## src/rtl/mem_arb_pkg.sv

```systemverilog
// Shared types and constants for the unified instruction/data memory port arbiter.
package mem_arb_pkg;

  typedef enum logic [1:0] {
    OWN_NONE   = 2'd0,
    OWN_FETCH  = 2'd1,
    OWN_DLOAD  = 2'd2,
    OWN_DSTORE = 2'd3
  } owner_t;

  localparam logic [3:0] WE_NONE  = 4'b0000;
  localparam int         STREAK_W = 4;

  // Any asserted byte enable makes a data command a store.
  function automatic owner_t data_owner(input logic [3:0] we);
    return (we == WE_NONE) ? OWN_DLOAD : OWN_DSTORE;
  endfunction

endpackage

```

## src/rtl/mem_arb_grant.sv

```systemverilog
// Grant select for the shared memory port: data wins ties until the data
// streak reaches the burst limit, then one fetch is forced through.
module mem_arb_grant
  import mem_arb_pkg::*;
#(
  parameter int MAX_DATA_BURST = 4
) (
  input  logic                if_req_i,
  input  logic                d_req_i,
  input  logic [STREAK_W-1:0] streak_i,
  output logic                if_gnt_o,
  output logic                d_gnt_o
);

  localparam logic [STREAK_W-1:0] BURST_LIMIT = STREAK_W'(MAX_DATA_BURST);

  logic fetch_starved_s;

  assign fetch_starved_s = if_req_i && (streak_i == BURST_LIMIT);

  always_comb begin
    if_gnt_o = 1'b0;
    d_gnt_o  = 1'b0;
    if (d_req_i && !fetch_starved_s) begin
      d_gnt_o = 1'b1;
    end else if (if_req_i) begin
      if_gnt_o = 1'b1;
    end else begin
      if_gnt_o = 1'b0;
      d_gnt_o  = 1'b0;
    end
  end

endmodule

```

## src/rtl/mem_port_arbiter.sv

```systemverilog
// Single-port BRAM arbiter between fetch and load/store: one command per cycle,
// read data routed back to the owner of the previous cycle's command.
module mem_port_arbiter
  import mem_arb_pkg::*;
#(
  parameter int ADDR_WIDTH     = 12,
  parameter int MAX_DATA_BURST = 4
) (
  input  logic                  clk,
  input  logic                  rst,
  input  logic                  flush,
  input  logic                  if_req,
  input  logic [31:0]           if_addr,
  output logic                  if_gnt,
  output logic                  if_rvalid,
  output logic [31:0]           if_rdata,
  output logic                  if_stall,
  input  logic                  d_req,
  input  logic [3:0]            d_we,
  input  logic [31:0]           d_addr,
  input  logic [31:0]           d_wdata,
  output logic                  d_gnt,
  output logic                  d_rvalid,
  output logic [31:0]           d_rdata,
  output logic                  m_en,
  output logic [3:0]            m_we,
  output logic [ADDR_WIDTH-1:0] m_addr,
  output logic [31:0]           m_wdata,
  input  logic [31:0]           m_rdata
);

  localparam logic [STREAK_W-1:0] BURST_LIMIT = STREAK_W'(MAX_DATA_BURST);

  logic                if_req_s;
  logic                d_req_s;
  owner_t              owner_q;
  owner_t              owner_d;
  logic [STREAK_W-1:0] streak_q;
  logic [STREAK_W-1:0] streak_d;
  logic                flush_q;
  logic                unused_s;

  // Requests are ignored while reset is held so no command is issued until it drops.
  assign if_req_s = if_req & ~rst;
  assign d_req_s  = d_req & ~rst;

  mem_arb_grant #(
    .MAX_DATA_BURST(MAX_DATA_BURST)
  ) u_grant (
    .if_req_i (if_req_s),
    .d_req_i  (d_req_s),
    .streak_i (streak_q),
    .if_gnt_o (if_gnt),
    .d_gnt_o  (d_gnt)
  );

  assign if_stall = if_req & ~if_gnt;

  always_comb begin
    streak_d = streak_q;
    if (!if_req_s || if_gnt) begin
      streak_d = '0;
    end else if (d_gnt && (streak_q != BURST_LIMIT)) begin
      streak_d = streak_q + 1'b1;
    end else begin
      streak_d = streak_q;
    end
  end

  always_comb begin
    owner_d = OWN_NONE;
    if (if_gnt) begin
      owner_d = OWN_FETCH;
    end else if (d_gnt) begin
      owner_d = data_owner(d_we);
    end else begin
      owner_d = OWN_NONE;
    end
  end

  // flush_q remembers a flush seen in the cycle a fetch was granted.
  always_ff @(posedge clk or posedge rst) begin
    if (rst) begin
      owner_q  <= OWN_NONE;
      streak_q <= '0;
      flush_q  <= 1'b0;
    end else begin
      owner_q  <= owner_d;
      streak_q <= streak_d;
      flush_q  <= flush;
    end
  end

  // Word address is taken from the byte address; upper bits wrap.
  always_comb begin
    m_en    = if_gnt | d_gnt;
    m_we    = WE_NONE;
    m_addr  = '0;
    m_wdata = 32'h0000_0000;
    if (d_gnt) begin
      m_we    = d_we;
      m_addr  = d_addr[ADDR_WIDTH+1:2];
      m_wdata = d_wdata;
    end else if (if_gnt) begin
      m_addr  = if_addr[ADDR_WIDTH+1:2];
    end else begin
      m_we    = WE_NONE;
    end
  end

  always_comb begin
    if_rvalid = (owner_q == OWN_FETCH) && !flush_q && !flush;
    d_rvalid  = (owner_q == OWN_DLOAD);
    if_rdata  = if_rvalid ? m_rdata : 32'h0000_0000;
    d_rdata   = d_rvalid ? m_rdata : 32'h0000_0000;
  end

  assign unused_s = ^{if_addr[31:ADDR_WIDTH+2], if_addr[1:0],
                      d_addr[31:ADDR_WIDTH+2], d_addr[1:0]};

endmodule

```

## config.mk

```make
export PLATFORM = sky130hd
export DESIGN_NAME = mem_port_arbiter
export DESIGN_NICKNAME = d
export VERILOG_FILES = /design/src/rtl/mem_arb_pkg.sv /design/src/rtl/mem_arb_grant.sv /design/src/rtl/mem_port_arbiter.sv
export SDC_FILE = /design/constraint.sdc
export NUM_CORES = 1
export LEC_CHECK = 0
export BUFFER_PORTS_ARGS = -buffer_cell sky130_fd_sc_hd__clkbuf_2
export CAP_MARGIN = 0
export CORE_AREA = 2 2 99 101
export CTS_CLUSTER_DIAMETER = 150
export DETAILED_ROUTE_END_ITERATION = 10
export DIE_AREA = 0 0 101 103
export PLACE_DENSITY = 0.48
export SLEW_MARGIN = 10
export SYNTH_ARGS = -nofsm -noshare
export SYNTH_HDL_FRONTEND = slang
export SYNTH_SLANG_ARGS = --single-unit
export TNS_END_PERCENT = 10
```

## constraint.sdc

```tcl
create_clock -name clk -period 2.3 [get_ports clk]
set_clock_uncertainty 0.2 [all_clocks]
set_input_delay 0.46 -clock clk [delete_from_list [all_inputs] [get_ports clk]]
set_output_delay 0.46 -clock clk [all_outputs]
set_load 0.05 [all_outputs]
```

Word level (Yosys, flattened, before mapping) --
Cells that the tools add are included.
Word-level totals: latch bits 0, memories 0, output and inout port bits 118, word-level logic and storage cells 40, memory bits (writable) 0, flip-flop bits (word level) 7, ROM bits 0, bits of input ports 137
Cells by class: reduce and logical (&&, ||, !) cells 12, $add $sub $neg 1, magnitude comparators 0, equal/unequal tests 4, shift-type cells 0, div/mod/pow operators 0, multiply operators 0, muxes and demuxes 14, bitwise gates (word level) 6
Operator list (count):
- 32-bit 2-to-1 mux | 3
- 12-bit 2-to-1 mux | 2
- 4-bit 2-to-1 mux | 3
- 1-bit logical AND | 5
- 4-bit by 1-bit adder with 4-bit output, second input constant | 1
- 4-bit by 3-bit == test with 1-bit output, second input constant | 1
- 1-bit zero test | 4
- 4-bit zero test | 1
- 1-bit 2-to-1 mux | 4
- 2-bit 2-to-1 mux | 2
- 4-bit by 3-bit != test with 1-bit output, second input constant | 1
- 1-bit bitwise AND | 3
- 2-bit by 1-bit == test with 1-bit output, second input constant | 1
- 2-bit == test, second input constant | 1
- 1-bit inverter | 2
- 2-bit nonzero test | 1
- 1-bit logical OR | 1
- 1-bit OR | 1

Longest topological paths before layout --
depth in word-level cells 9, mapped depth 7

Cells and area by module --
From an unflattened synthesis, not the netlist that was laid out.
Unflattened totals: cell total of the unflattened synthesis 170, area total of the unflattened synthesis 1260.0 µm²
Modules (own cells, without submodules):
- mem_port_arbiter | cells each 166, area an instance 1219.9 µm², times used 1
- mem_arb_grant | cells each 4, area an instance 40.0 µm², times used 1

Worst setup path after synthesis --
Ideal clock, no wire load.
path type input port to output port, start point in rst, end point out m_wdata[16], data required time 1640 ps, setup slack -116 ps, buffers on the path 2, arrival time 1756 ps, stages 5, cell sequence inv_1 > o211a_1 > buf_6 > buf_2 > and2_1
Between the ends: cells in the longest elaborated chain, start to end 7, elaborated cells between the ends (all ways) 8, classes of those cells 2 x mux; 3 x bitwise; 3 x reduce/logical
RTL lines:
- from (decl) | RTL line mem_port_arbiter.sv:10 | input logic rst,
- 1-bit inverter (*) | RTL line mem_port_arbiter.sv:44, mem_port_arbiter.sv:45
- 1-bit bitwise AND | RTL line mem_port_arbiter.sv:44 | assign if_req_s = if_req & ~rst;
- 1-bit logical AND | RTL line mem_arb_grant.sv:19 | assign fetch_starved_s = if_req_i && (streak_i == BURST_LIMIT);
- 1-bit zero test | RTL line mem_arb_grant.sv:24 | if (d_req_i && !fetch_starved_s) begin
- 1-bit logical AND (*) | RTL line mem_arb_grant.sv:24
- 1-bit 2-to-1 mux (*) | RTL line mem_arb_grant.sv:24
- named net d_gnt | RTL line mem_port_arbiter.sv:22 | output logic d_gnt,
- 32-bit 2-to-1 mux (*) | RTL line mem_port_arbiter.sv:100 | if (d_gnt) begin
- to (decl) | RTL line mem_port_arbiter.sv:28 | output logic [31:0] m_wdata,
Mark *: on every way through the listed nets, which the timed path passes. The rest lies on a longest branch.

Final worst setup path --
start point reg streak_q[0], end point out m_addr[10]
Between the ends: cells in the longest elaborated chain, start to end 7, elaborated cells between the ends (all ways) 8, classes of those cells 1 x eq/ne; 4 x mux; 3 x reduce/logical
RTL lines:
- from (decl) | RTL line mem_port_arbiter.sv:38 | logic [STREAK_W-1:0] streak_q;
- from (signal assigned) | RTL line mem_port_arbiter.sv:89 | streak_q <= streak_d;
- 4-bit by 3-bit == test with 1-bit output (*) | RTL line mem_arb_grant.sv:19
- 1-bit logical AND (*) | RTL line mem_arb_grant.sv:19
- 1-bit zero test (*) | RTL line mem_arb_grant.sv:24
- 1-bit logical AND (*) | RTL line mem_arb_grant.sv:24
- 1-bit 2-to-1 mux | RTL line mem_arb_grant.sv:24
- 12-bit 2-to-1 mux | RTL line mem_port_arbiter.sv:104 | end else if (if_gnt) begin
- 12-bit 2-to-1 mux (*) | RTL line mem_port_arbiter.sv:100
- to (decl) | RTL line mem_port_arbiter.sv:27 | output logic [ADDR_WIDTH-1:0] m_addr,
Mark *: on every way between the ends. The rest lies on a longest branch, timed or not.

==> flow_results.xml <==
<?xml version="1.0" encoding="UTF-8"?>
<metrics>
  <group name="place">
    <metric name="place_hpwl" unit="um">5102</metric>
    <metric name="place_area" unit="sq um">2796</metric>
    <metric name="place_inst" unit="">483</metric>
    <metric name="place_congestion" unit="">0.7384</metric>
    <metric name="post-place-ws" unit="ns">-0.01005</metric>
    <metric name="place.port_buffers" unit="">214</metric>
  </group>
  <group name="cts">
    <metric name="clock-sinks" unit="">7</metric>
    <metric name="cts_bufs_inserted" unit="">3</metric>
    <metric name="root_buffer" unit="">clkbuf_8</metric>
    <metric name="clk-insertion-delay-late" unit="ns">0.22</metric>
    <metric name="cts_tree" unit="">done</metric>
    <metric name="cts-htree-levels" unit="">1</metric>
    <metric name="cts_buffer_depth" unit="">2</metric>
    <metric name="cts_hold_buffers" unit="">0</metric>
    <metric name="cts.clk_slew.worst_paths" unit="ns">0.04</metric>
  </group>
  <group name="timing">
    <metric name="finalCriticalPeriod" unit="ns">2.518</metric>
    <metric name="maxSlewHeadroom" unit="">0.7031</metric>
    <metric name="fin_setup_tns" unit="ns">-7.953</metric>
    <metric name="max_slew.worst_pin.slew" unit="ns">0.4413</metric>
    <metric name="slew_violations" unit="">0</metric>
    <metric name="unrepaired_setup_endpoints_after_global_routing" unit="">true</metric>
    <metric name="setup_viol_count_final" unit="">52</metric>
    <metric name="endpoints_failing_hold" unit="">0</metric>
    <metric name="maximum_operating_frequency" unit="MHz">397.1</metric>
    <metric name="min_period_over_period" unit="">1.095</metric>
    <metric name="fin_hold_ws" unit="ns">0.04346</metric>
    <metric name="final.setup.worst_slack" unit="ns">-0.2181</metric>
  </group>
  <group name="route">
    <metric name="route.top_layer_used" unit="">met4</metric>
    <metric name="antenna_nets_post_route" unit="">0</metric>
    <metric name="met2WireLength" unit="um">3802</metric>
    <metric name="first_iter_violations" unit="">12</metric>
    <metric name="met1Wirelength" unit="um">2022</metric>
    <metric name="route.detailed.wl_per_inst" unit="um">13.38</metric>
    <metric name="avgViaCountPerCell" unit="">3.937</metric>
    <metric name="wl_met3" unit="um">704</metric>
    <metric name="drt_pass1_iterations" unit="">4</metric>
    <metric name="drt_drc_violations_left" unit="">0</metric>
    <metric name="drt_wl_total" unit="um">6585</metric>
    <metric name="dr_vias" unit="">1937</metric>
  </group>
  <group name="floorplan">
    <metric name="dieArea" unit="sq um">10400</metric>
    <metric name="die_height" unit="um">103</metric>
    <metric name="core_area" unit="sq um">9459</metric>
    <metric name="die-width" unit="um">101</metric>
    <metric name="design.portCount" unit="">255</metric>
    <metric name="initial_core_util" unit="">0.1217</metric>
    <metric name="core.rowCount" unit="">36</metric>
  </group>
  <group name="synthesis">
    <metric name="synthesis.area_per_instance" unit="sq um">7.379</metric>
    <metric name="synth_seq_cells" unit="">7</metric>
    <metric name="ys_warn_count" unit="">0</metric>
    <metric name="netlist_top_cells_count" unit="">and2_1, a22o_1, clkbuf_1, dfrtp_1</metric>
    <metric name="yosys-top-cells-area" unit="">and2_1, dfrtp_1, a22o_1, clkbuf_1, and3_1</metric>
    <metric name="syn-cell-area" unit="sq um">1151</metric>
    <metric name="seq_area_frac_synth" unit="">0.1522</metric>
    <metric name="synth-async-reset-ratio" unit="">1.000</metric>
    <metric name="postSynth.topFlopCell" unit="">dfrtp_1</metric>
    <metric name="synth_top_area_share" unit="">0.5435</metric>
    <metric name="synthesis.instances" unit="">156</metric>
    <metric name="post-synth-top-count-cell" unit="">and2_1</metric>
    <metric name="yosys.area.top_type" unit="">and2_1</metric>
    <metric name="mappedNetlistNets" unit="">295</metric>
    <metric name="synth_cell_types" unit="">22</metric>
    <metric name="edff_count_synth" unit="">0</metric>
  </group>
  <group name="power_and_ir_drop">
    <metric name="power.share.clock" unit="">0.163</metric>
    <metric name="power.static_leakage" unit="nW">1.878</metric>
    <metric name="power.ir.vdd_worst" unit="V">0.0001161</metric>
    <metric name="pwr-share-comb" unit="">0.710</metric>
    <metric name="totalPowerFinal" unit="mW">1.032</metric>
    <metric name="powerDensity" unit="nW/um^2">300.0</metric>
    <metric name="seqPwrFrac" unit="">0.127</metric>
    <metric name="power.switching" unit="mW">0.4694</metric>
    <metric name="sw_frac_of_total" unit="">0.4550</metric>
    <metric name="intPower" unit="mW">0.5623</metric>
  </group>
  <group name="global_routing">
    <metric name="globalRoute.totalOverflow" unit="">0</metric>
    <metric name="antenna_found_initial" unit="">0</metric>
    <metric name="grt_util_all_layers" unit="">0.09602</metric>
    <metric name="grt_first_pass_wirelength" unit="um">7769</metric>
    <metric name="number_of_global_route_vias_before_repair" unit="">1690</metric>
    <metric name="pin_count_of_the_biggest_net_entering_global_routing" unit="">45</metric>
  </group>
  <group name="setup_path">
    <metric name="crit_arrival" unit="ns">1.86</metric>
    <metric name="crit_type" unit="">flop to primary output</metric>
    <metric name="critPathLaunchType" unit="">flop</metric>
    <metric name="critPathCaptureType" unit="">primary output</metric>
    <metric name="crit_required" unit="ns">1.64</metric>
    <metric name="critical_path_peak_fanout" unit="">6</metric>
  </group>
  <group name="finish">
    <metric name="layoutNonFillerInstCount" unit="">492</metric>
    <metric name="syn_to_final_growth" unit="%">198.7</metric>
    <metric name="post-route-cell-area" unit="sq um">3438</metric>
    <metric name="num-nets-final" unit="">518</metric>
    <metric name="antennaDiodeCount" unit="">0</metric>
    <metric name="layout.core_utilization" unit="">0.3635</metric>
    <metric name="fraction_of_final_layout_cells_with_drive_strength_greater_than_1" unit="">0.7354</metric>
  </group>
  <group name="outcome">
    <metric name="outcome" unit="">finished with violations</metric>
    <metric name="failed_checks" unit="">negative setup slack</metric>
  </group>
  <group name="run">
    <metric name="drv.max_cap_violation_count" unit="">0</metric>
  </group>
  <group name="worst_hold_path">
    <metric name="timing.hold.worst.class" unit="">primary input to asynchronous set/reset pin</metric>
  </group>
</metrics>
## what timing repair did
action | in CTS | in global routing
setup buffers | 0 | 2
gates resized for setup | 73 | 78
cloned | 0 | 3
pin swaps | 1 | 46
setup endpoints to repair | 51 | 53
## metal layers
layer,up-vias,GRT usage
li1,941,-
met1,840,0.08840
met2,152,0.2092
met3,4,0.01898
met4,0,0.02495
met5,-,0
## path summary, 6_finish.rpt
kind / from / end / slack [ns] / cells after the start
max: streak_q[0]$_DFFE_PP0P_ / m_addr[10] / -0.22 / 7
min: rst / streak_q[1]$_DFFE_PP0P_ / 0.04 / 3
max reg2reg: streak_q[0]$_DFFE_PP0P_ / streak_q[2]$_DFFE_PP0P_ / 0.58 / 6
min reg2reg: streak_q[0]$_DFFE_PP0P_ / streak_q[0]$_DFFE_PP0P_ / 0.39 / 2
max in group asynchronous: rst / flush_q$_DFF_PP0_ / 1.74 / 3
min in group clk: flush / flush_q$_DFF_PP0_ / 0.21 / 1
## power by group through the flow
stage / Clock (mW) / Combinational (mW) / Sequential, mW
final: 0.168 / 0.732 / 0.131
after global routing: 0.182 / 0.766 / 0.131
after CTS: 0.171 / 0.664 / 0.131
after detailed placement: 0 / 0.615 / 0.132
after global placement: 0 / 0.612 / 0.132
after floorplan: 0 / 0.360 / 0.131
## cell families (layout without fill, tap and decap cells)
group           after synthesis  in the layout  synth area share
buf+inv                      17            239           0.07500
simple gates                112            112            0.6141
compound gates               15             15            0.1130
xor+xnor                      2              2           0.01522
mux                           1              1          0.008696
flops                         7              7            0.1522
fa+ha+maj                     2              2           0.02174
## area by class of cell
type	count	area (sq um)
timing repair buffer	231	2007
inverter	4	15.01
multi-input combinational	132	1054
tap	114	142.6
sequential	7	175.2
clock buffer	4	45.04
fill	911	6021
## sequential cells by signal, summed over array words and instances (netlist names)
register / count
flush_q: 1
owner_q: 2
streak_q: 4
## placed cells by master (no fill, tap or decap), types with 2 or more instances in the layout
cell type  Yosys  final
inv_2          0      2
a22o_1        12      7
a22o_4         0      5
buf_6          2      2
clkbuf_16      0      3
dfrtp_1        7      7
buf_8          0     33
clkbuf_2       0    153
clkbuf_8       0      5
and3_1         4      4
and2_4         0     32
buf_12         0     27
inv_1          4      2
buf_4          1     10
and2_1       100     68
## critical path: stages (launching register included)
cell       delay (ns)
dfrtp_1          0.38
inv_2            0.08
ha_4             0.12
nand3b_1         0.13
o211a_4          0.34
clkbuf_16        0.18
a22o_4           0.25
buf_12           0.14
Power figures use the tool's default switching activity.
